File: config.mk
export PLATFORM = sky130hd
export DESIGN_NAME = priv_ext_csr_sequencer
export DESIGN_NICKNAME = d
export VERILOG_FILES = /design/src/rtl/priv_ext_csr_sequencer.sv
export SDC_FILE = /design/constraint.sdc
export NUM_CORES = 1
export LEC_CHECK = 0
export CORE_ASPECT_RATIO = 1.2
export CORE_MARGIN = 2
export CORE_UTILIZATION = 51
export DETAILED_ROUTE_END_ITERATION = 7
export PLACE_DENSITY = 0.85
export SLEW_MARGIN = 20
export SYNTH_ARGS = -nofsm -noshare
export SYNTH_HDL_FRONTEND = slang
export SYNTH_SLANG_ARGS = --single-unit
File: constraint.sdc
create_clock -name CLK -period 4.22 [get_ports CLK]
set_input_delay 0.844 -clock CLK [delete_from_list [all_inputs] [get_ports CLK]]
set_output_delay 0.844 -clock CLK [all_outputs]
set_load 0.05 [all_outputs]
File: src/rtl/priv_ext_csr_sequencer.sv
// Sequences privileged-unit CSR accesses onto NUM_EXT extension CSR files.
// Flow: IDLE -> PROBE -> (WRITE) -> RESP -> IDLE. The done pulse and its response
// fields are registered on RESP exit, so they appear the cycle after RESP.
// Optional feature: define PRIV_EXT_CONFLICT_CHECK_EN to flag multi-owner acks
// as invalid and expose a sticky conflict output.
module priv_ext_csr_sequencer #(
  parameter int unsigned NUM_EXT = 2,
  parameter int unsigned TIMEOUT = 4
) (
  input  logic                   CLK,
  input  logic                   RST,
  input  logic                   req,
  input  logic [1:0]             op,
  input  logic [11:0]            csr_addr,
  input  logic [31:0]            wdata,
  output logic                   busy,
  output logic                   done,
  output logic [31:0]            rdata,
  output logic                   invalid,
  output logic                   no_owner,
  output logic [11:0]            ext_csr_addr,
  output logic [31:0]            ext_value_in,
  output logic [NUM_EXT-1:0]     ext_csr_active,
`ifdef PRIV_EXT_CONFLICT_CHECK_EN
  output logic                   conflict,
`endif
  input  logic [NUM_EXT-1:0]     ext_ack,
  input  logic [NUM_EXT-1:0]     ext_invalid,
  input  logic [32*NUM_EXT-1:0]  ext_value_out
);

  localparam int unsigned CntW = (TIMEOUT > 1) ? $clog2(TIMEOUT) : 1;

  typedef enum logic [1:0] {StIdle, StProbe, StWrite, StResp} state_e;

  state_e              state_q, state_d;
  logic [1:0]          op_q, op_d;
  logic [31:0]         wdata_q, wdata_d;
  logic [11:0]         addr_q, addr_d;
  logic [CntW-1:0]     cnt_q, cnt_d;
  logic [31:0]         old_q, old_d;
  logic                inv_q, inv_d;
  logic                nown_q, nown_d;
  logic [31:0]         new_q, new_d;
  logic [NUM_EXT-1:0]  active_q, active_d;
  logic                done_q, done_d;
  logic [31:0]         rdata_q, rdata_d;
  logic                invalid_q, invalid_d;
  logic                no_owner_q, no_owner_d;
`ifdef PRIV_EXT_CONFLICT_CHECK_EN
  logic                conflict_q, conflict_d;
`endif

  logic [31:0]         ack_val;
  logic                ack_inv;
  logic [NUM_EXT-1:0]  ack_sel;
  logic                ack_any;
  logic                ack_multi;
  logic                probe_inv;
  logic                wr_needed;
  logic [31:0]         new_val;

  // Lowest-index acking extension owns the CSR; descending scan lets it win.
  always_comb begin
    ack_val = '0;
    ack_inv = 1'b0;
    ack_sel = '0;
    for (int i = NUM_EXT - 1; i >= 0; i--) begin
      if (ext_ack[i]) begin
        ack_val    = ext_value_out[32*i +: 32];
        ack_inv    = ext_invalid[i];
        ack_sel    = '0;
        ack_sel[i] = 1'b1;
      end
    end
    ack_any   = |ext_ack;
    ack_multi = |(ext_ack & (ext_ack - NUM_EXT'(1)));
`ifdef PRIV_EXT_CONFLICT_CHECK_EN
    probe_inv = ack_inv | ack_multi;
`else
    probe_inv = ack_inv;
`endif
    // Set/clear with an empty mask cannot change the CSR, so it never strobes.
    wr_needed = (op_q == 2'b00) || (((op_q == 2'b01) || (op_q == 2'b10)) && (wdata_q != '0));
    unique case (op_q)
      2'b00:   new_val = wdata_q;
      2'b01:   new_val = ack_val | wdata_q;
      2'b10:   new_val = ack_val & ~wdata_q;
      default: new_val = ack_val;
    endcase
  end

  // Next-state and registered-output computation.
  always_comb begin
    state_d    = state_q;
    op_d       = op_q;
    wdata_d    = wdata_q;
    addr_d     = addr_q;
    cnt_d      = cnt_q;
    old_d      = old_q;
    inv_d      = inv_q;
    nown_d     = nown_q;
    new_d      = new_q;
    active_d   = '0;
    done_d     = 1'b0;
    rdata_d    = rdata_q;
    invalid_d  = invalid_q;
    no_owner_d = no_owner_q;
`ifdef PRIV_EXT_CONFLICT_CHECK_EN
    conflict_d = conflict_q;
`endif
    unique case (state_q)
      StIdle: begin
        if (req) begin
          op_d    = op;
          addr_d  = csr_addr;
          wdata_d = wdata;
          cnt_d   = '0;
          state_d = StProbe;
        end
      end
      StProbe: begin
        if (ack_any) begin
          old_d  = ack_val;
          inv_d  = probe_inv;
          nown_d = 1'b0;
          new_d  = new_val;
`ifdef PRIV_EXT_CONFLICT_CHECK_EN
          conflict_d = conflict_q | ack_multi;
`endif
          if (wr_needed && !probe_inv) begin
            active_d = ack_sel;
            state_d  = StWrite;
          end else begin
            state_d = StResp;
          end
        end else if (cnt_q == CntW'(TIMEOUT - 1)) begin
          old_d   = '0;
          inv_d   = 1'b1;
          nown_d  = 1'b1;
          state_d = StResp;
        end else begin
          cnt_d = cnt_q + CntW'(1);
        end
      end
      StWrite: begin
        state_d = StResp;
      end
      StResp: begin
        done_d     = 1'b1;
        rdata_d    = old_q;
        invalid_d  = inv_q;
        no_owner_d = nown_q;
        state_d    = StIdle;
      end
      default: state_d = StIdle;
    endcase
  end

  // All state, with synchronous reset.
  always_ff @(posedge CLK) begin
    if (RST) begin
      state_q    <= StIdle;
      op_q       <= '0;
      wdata_q    <= '0;
      addr_q     <= '0;
      cnt_q      <= '0;
      old_q      <= '0;
      inv_q      <= 1'b0;
      nown_q     <= 1'b0;
      new_q      <= '0;
      active_q   <= '0;
      done_q     <= 1'b0;
      rdata_q    <= '0;
      invalid_q  <= 1'b0;
      no_owner_q <= 1'b0;
`ifdef PRIV_EXT_CONFLICT_CHECK_EN
      conflict_q <= 1'b0;
`endif
    end else begin
      state_q    <= state_d;
      op_q       <= op_d;
      wdata_q    <= wdata_d;
      addr_q     <= addr_d;
      cnt_q      <= cnt_d;
      old_q      <= old_d;
      inv_q      <= inv_d;
      nown_q     <= nown_d;
      new_q      <= new_d;
      active_q   <= active_d;
      done_q     <= done_d;
      rdata_q    <= rdata_d;
      invalid_q  <= invalid_d;
      no_owner_q <= no_owner_d;
`ifdef PRIV_EXT_CONFLICT_CHECK_EN
      conflict_q <= conflict_d;
`endif
    end
  end

  // Reset aborts at once: strobe and done are masked in the reset cycle itself.
  assign busy           = (state_q != StIdle);
  assign done           = done_q & ~RST;
  assign ext_csr_active = active_q & {NUM_EXT{~RST}};
  assign rdata          = rdata_q;
  assign invalid        = invalid_q;
  assign no_owner       = no_owner_q;
  assign ext_csr_addr   = addr_q;
  assign ext_value_in   = new_q;
`ifdef PRIV_EXT_CONFLICT_CHECK_EN
  assign conflict       = conflict_q;
`endif

endmodule

; ---- After elaboration in Yosys (flattened, before gate mapping)
; Index checks and enable logic that the tools add are counted.
[totals]
ram_bits = 0
reg_bits = 153
mem_bits_ro = 0
mem_count = 0
wordCells = 76
latch_bits = 0
[op_classes]
bitwise = 9
n_addsub = 1
n_lt_le_gt_ge = 0
n_mul = 0
eq_ne = 10
div = 0
n_mux = 22
reduce_logical = 19
shift = 0
[op_table]
columns = cell, count
row1 = 32-bit 2-to-1 mux, 4
row2 = 32-bit case mux with 3 select lines, 1
row3 = 32-bit bitwise AND, 1
row4 = 32-bit inverter, 1
row5 = 32-bit OR, 1
row6 = 32-bit nonzero test, 1
row7 = 2-bit 2-to-1 mux, 7
row8 = 2-bit == test (second input constant), 4
row9 = 1-bit 2-to-1 mux, 8
row10 = 2-bit case mux with 4 select lines, 1
row11 = 2-bit AND reduction, 4
row12 = 2-bit inequality test (second input constant), 3
row13 = 2-bit nonzero test, 3
row14 = 5-bit OR reduction, 1
row15 = 2-bit by 1-bit == test with 1-bit output (second input constant), 2
row16 = 2-bit logical NOT, 2
row17 = 1-bit inverter, 4
row18 = 2-bit case mux with 2 select lines, 1
row19 = 4-bit AND reduction, 1
row20 = 4-bit OR reduction, 1
row21 = 3-bit inequality test (second input constant), 1
row22 = 2-bit by 1-bit adder with 2-bit output (second input constant), 1
row23 = 2-bit bitwise AND, 1
row24 = 1-bit logical AND, 2
row25 = 4 further kinds, 5

; ---- Longest topological paths before layout
[logic_depth]
depth_word = 8
ltp_mapped = 8
depth_no_buf = 6

; ---- Worst setup path before layout
; Ideal clock, no wire load.
[synth_path]
path_kind = in2out
from = in RST
to = out done
required_ns = 3.376
t_arrival_ns = 1.930
path_slack_ns = 1.446
path_stages = 3
path_cell_list = clkbuf_1 clkbuf_1 nor2b_1
[synth_between]
elab_chain_len = 2
[synth_rtl]
columns = item, line_no
row1 = start: declaration, 11  ; input logic RST,
row2 = 1-bit inverter, 203  ; assign done = done_q & ~RST;
row3 = 1-bit bitwise AND, 203
row4 = end: declaration, 17  ; output logic done,
; Every way passes these cells.

; ---- Final worst setup path
[layout_path]
from = reg state_q[0]
to = out busy
[layout_between]
elab_chain_len = 1
[layout_rtl]
columns = item, line_no
row1 = start: declaration, 36  ; state_e state_q, state_d;
row2 = start signal: assignment, 163  ; state_q <= StIdle;
row3 = start signal: assignment, 181  ; state_q <= state_d;
row4 = 2-bit nonzero test, 202  ; assign busy = (state_q != StIdle);
row5 = end: declaration, 16  ; output logic busy,
; Every way passes these cells.

==> reports/results.env <==
RSZ0062_AT_GRT='no'
POST-CTS-SETUP-BUFFERS=0
RUN_STATUS='completed'
RR_ENDPOINT='old_q[8]'
TIMING.SETUP.TNS_NS=0
SYN-INSTANCE-COUNT=750
GRT_MAX_DEGREE=66
POWER_LEAKAGE_nW=3.31
POWER-PER-CELL-AREA_nW_PER_UM2=516
CRIT_CHAIN='inv_1 -> ha_1 -> inv_1 -> clkdlybuf4s50_1'
CLOCK-ROOT-BUFFER='clkbuf_16'
TOP_LEVEL_PORTS=199
HOLD_VIOL_FINAL=0
ANTENNA_VIOLATING_NETS_POST_ROUTE=0
CTSHTREEMAXLEVEL=4
DETAILEDROUTE.FIRSTPASSITERATIONCOUNT=5
TIMING.SETUP.CRITICAL_PATH_CLASS='register to output port'
WORSTMARGINPINSLEW_NS=1.09
CRITICAL_PATH.SLOWEST_CELL='clkdlybuf4s50_1'
R2R_START='state_q[1]'
YS_SEQ_AREA_SHARE_PCT=44.6
WORSTPATHREQUIRED_NS=3.38
DETAILED_PLACE.AREA_UM2=8810
FINALINSTANCEAREA_UM2=9310
CRITPATHLAUNCHTYPE='register'
POSTSYNTHREGISTERBITS=153
CTS.PATH.MAX_BUFFERS=2
MIN_DELAY_PATH_DEPTH=2
GRT_OVERFLOW_TOTAL=0
DIODES=0
SETUP.WORST_PATH.END='busy'
FLOORPLAN.DIE_AREA_UM2=14400
DIE_WIDTH_UM=110
MAXCLOCKFREQUENCY_MHz=322
SEQCELLAREA_UM2=3060
TOP_CELL_BY_COUNT_WORST_PATH='inv_1'
NUMBER_OF_GLOBAL_ROUTE_VIAS_BEFORE_REPAIR=5828
CRITICAL-PATH-TOP-DELAY-FAMILY='buffers and inverters'
FLOW.AREA_GROWTH_FROM_SYNTHESIS_PCT=35.6
FINAL_STAGE_NET_COUNT=1040
DRT-INITIAL-DRC-COUNT=410
WORST-PATH-BUF-INV=3
VIA_COUNT=6062
GRT_FIRST_PASS_WIRELENGTH_UM=29900
DRT_TOTAL_WL_UM=19100
SYNTH_FP_NETS=875
REG2REG_SLACK_NS=1.72
CORE-AREA_UM2=13200
WORST_HOLD_SLACK_NS=0.452
FINALSETUPVIOLATIONS=0
POST_CTS_RESIZE_COUNT=0
FINALCLOCKSKEW_NS=0.00604
POST-PLACE-CELLS=1064
ROWS=46
FINAL_MIN_PERIOD_NS=3.10
TIMING.CRITICAL_PATH.DEPTH=4
WORST-ENDPOINT-ARRIVAL_NS=2.26
FINAL_POWER_mW=4.81
ANTENNA_FOUND_INITIAL=0
YS_WARN_COUNT=0
FINAL_CORE_UTILIZATION_PCT=70.7
DETAILEDPLACEMENTHPWL_UM=13300
MULTI_INPUT_COMB_AREA_UM2=3340
CLOCK_BUFFERS_CREATED_BY_TRITONCTS=17
GRT_UTIL_ALL_LAYERS_PCT=27.2
POST-ROUTE-DRC-COUNT=0
PLACE_WORST_SETUP_SLACK_NS=1.10
CP-STARTPOINT='state_q[0]'
CTS_TREE='done'
VDD_IR_DROP_MAX_mV=0.270
DRIVE_ABOVE_1_SHARE_PCT=11.3
FLOORPLAN.INITIALDENSITY_PCT=52.1
MAX-SLEW-MARGIN-REL_PCT=27.0
DRT-WIRELENGTH-PER-CELL_UM=17.5
FIN_WS_NS=1.12
TRITONCTS_NUM_SINKS=153
DIEHEIGHT_UM=131
HOLD_CLASS='register to register'
SYNTH_UNIQUE_CELLS=37
SYNTHESIS.AREA_UM2=6870
SETUP.WORST_PATH.END_CLASS='output port'
FINALCRITPERIODSHARE_PCT=73.5
FILLER_CELL_COUNT=1009
MAX_CAP_VIOL_COUNT=0
CRIT_PATH_MAX_FANOUT=6
PLACE.PORT_BUFFERS=198
SYN_AVG_CELL_AREA_UM2=9.15
REPORT.FINAL.SLEW_VIOL_COUNT=0
PLACE.GP.CONGESTION=0.854
PATH_CLK_SLEW_NS=0.06
WORST_SKEW_PAIR.LATE_LATENCY_NS=0.42
POST_DRT_VIA_CELL_RATIO=5.54
REG2REG_DEPTH=6
COUNT_OF_HOLD_BUFFERS_INSERTED_BY_POST_CTS_REPAIR=0
WORST_PATH_LARGEST_CELL_DELAY_NS=0.86
FINAL_CELL_COUNT_NO_FILL=1094
[layer usage]
layer / wire length (um) / track usage [%] / vias up / share of wire (%)
met1: 7890 / 34.7 / 2838 / 41
met5: 0 / 0 / - / 0
met2: 9190 / 43.1 / 237 / 48
met3: 1370 / 6.92 / 47 / 7.2
met4: 677 / 12.7 / 0 / 3.5
li1: - / - / 2940 / -
[report_power, final]
group / internal (mW) / total (mW) / switching [mW]
Sequential: 1.67 / 1.84 / 0.174
Combinational: 0.636 / 1.65 / 1.02
Clock: 0.771 / 1.32 / 0.546
[worst min-delay path, delay by kind of cell, from the launching register on]
| kind | cells | cell delay, ns |
|---|---|---|
| and+or+nand+nor | 1 | 0.05 |
| AOI/OAI and AO/OA | 1 | 0.05 |
| DFF | 1 | 0.30 |
[synth_stat cells (all sizes together)]
library cell | count | area, um2
a211oi | 33 | 403
a21boi | 1 | 7.51
a21oi | 55 | 279
a22oi | 32 | 385
a32o | 32 | 320
and2 | 1 | 6.26
buf | 34 | 225
clkbuf | 28 | 105
dfxtp | 153 | 3060
ha | 8 | 100
inv | 39 | 146
mux2i | 68 | 681
nand2 | 129 | 484
nand2b | 2 | 12.5
nand3 | 1 | 5.00
nand4 | 2 | 12.5
nor2 | 73 | 282
nor2b | 7 | 43.8
nor3 | 1 | 5.00
nor3b | 2 | 15.0
nor4 | 8 | 50.1
nor4b | 1 | 15.0
o211ai | 1 | 7.51
o21ai | 34 | 170
o311a | 1 | 10.0
o31a | 1 | 8.76
o32a | 1 | 10.0
or2 | 2 | 12.5
[worst min path at each step]
stage                                from              end  slack, ns
after floorplan                  cnt_q[1]         cnt_q[1]       0.46
after global placement    ext_csr_addr[8]  ext_csr_addr[8]       0.44
after detailed placement  ext_csr_addr[5]  ext_csr_addr[5]       0.45
after CTS                 ext_csr_addr[0]  ext_csr_addr[0]       0.45
after global routing      ext_csr_addr[5]  ext_csr_addr[5]       0.47
final                     ext_csr_addr[0]  ext_csr_addr[0]       0.45
[layout by cell type, fill, tap and decap left out, types with 2 or more instances in the layout]
cell and count:
inv_1 38, a32o_1 32, o21ai_0 32, or2_1 2, ha_1 5, o21ai_1 2
clkbuf_8 2, clkdlybuf4s50_1 196, clkinv_2 4, nor2b_1 6, nor4_1 8, clkbuf_1 7
a211oi_1 2, a22oi_2 29, ha_2 3, nand2b_1 2, dfxtp_1 153, nor2_1 71
clkbuf_16 17, buf_4 11, nand2_1 129, nor3b_1 2, a211oi_2 31, mux2i_1 68
a21oi_1 54, a22oi_1 3, nand4_1 2
[flip-flops by register name (all words and copies together) (netlist names), 2 cells and up]
name          flops
rdata            32
old_q            32
ext_csr_addr     12
active_q          2
op_q              2
cnt_q             2
ext_value_in     32
wdata_q          32
state_q           2
[logic make-up after synthesis]
kind of cell	after synthesis	share of synthesized area, %
AND/OR/NAND/NOR	229	13.7
AO/OA/AOI/OAI	191	23.3
flip-flops	153	44.6
buffers and inverters	101	6.94
multiplexers	68	9.91
adder cells (fa/ha/maj)	8	1.46
[layout make-up]
class	instances	share of cell area, %
multi-input cells	496	35.9
repair buffers	208	22.0
flip-flops and latches	153	32.9
well taps	168	2.26
inverters	39	1.57
clock buffers	26	5.15
clock inverters	4	0.215
No activity file was read; power rests on OpenSTA's default activity.
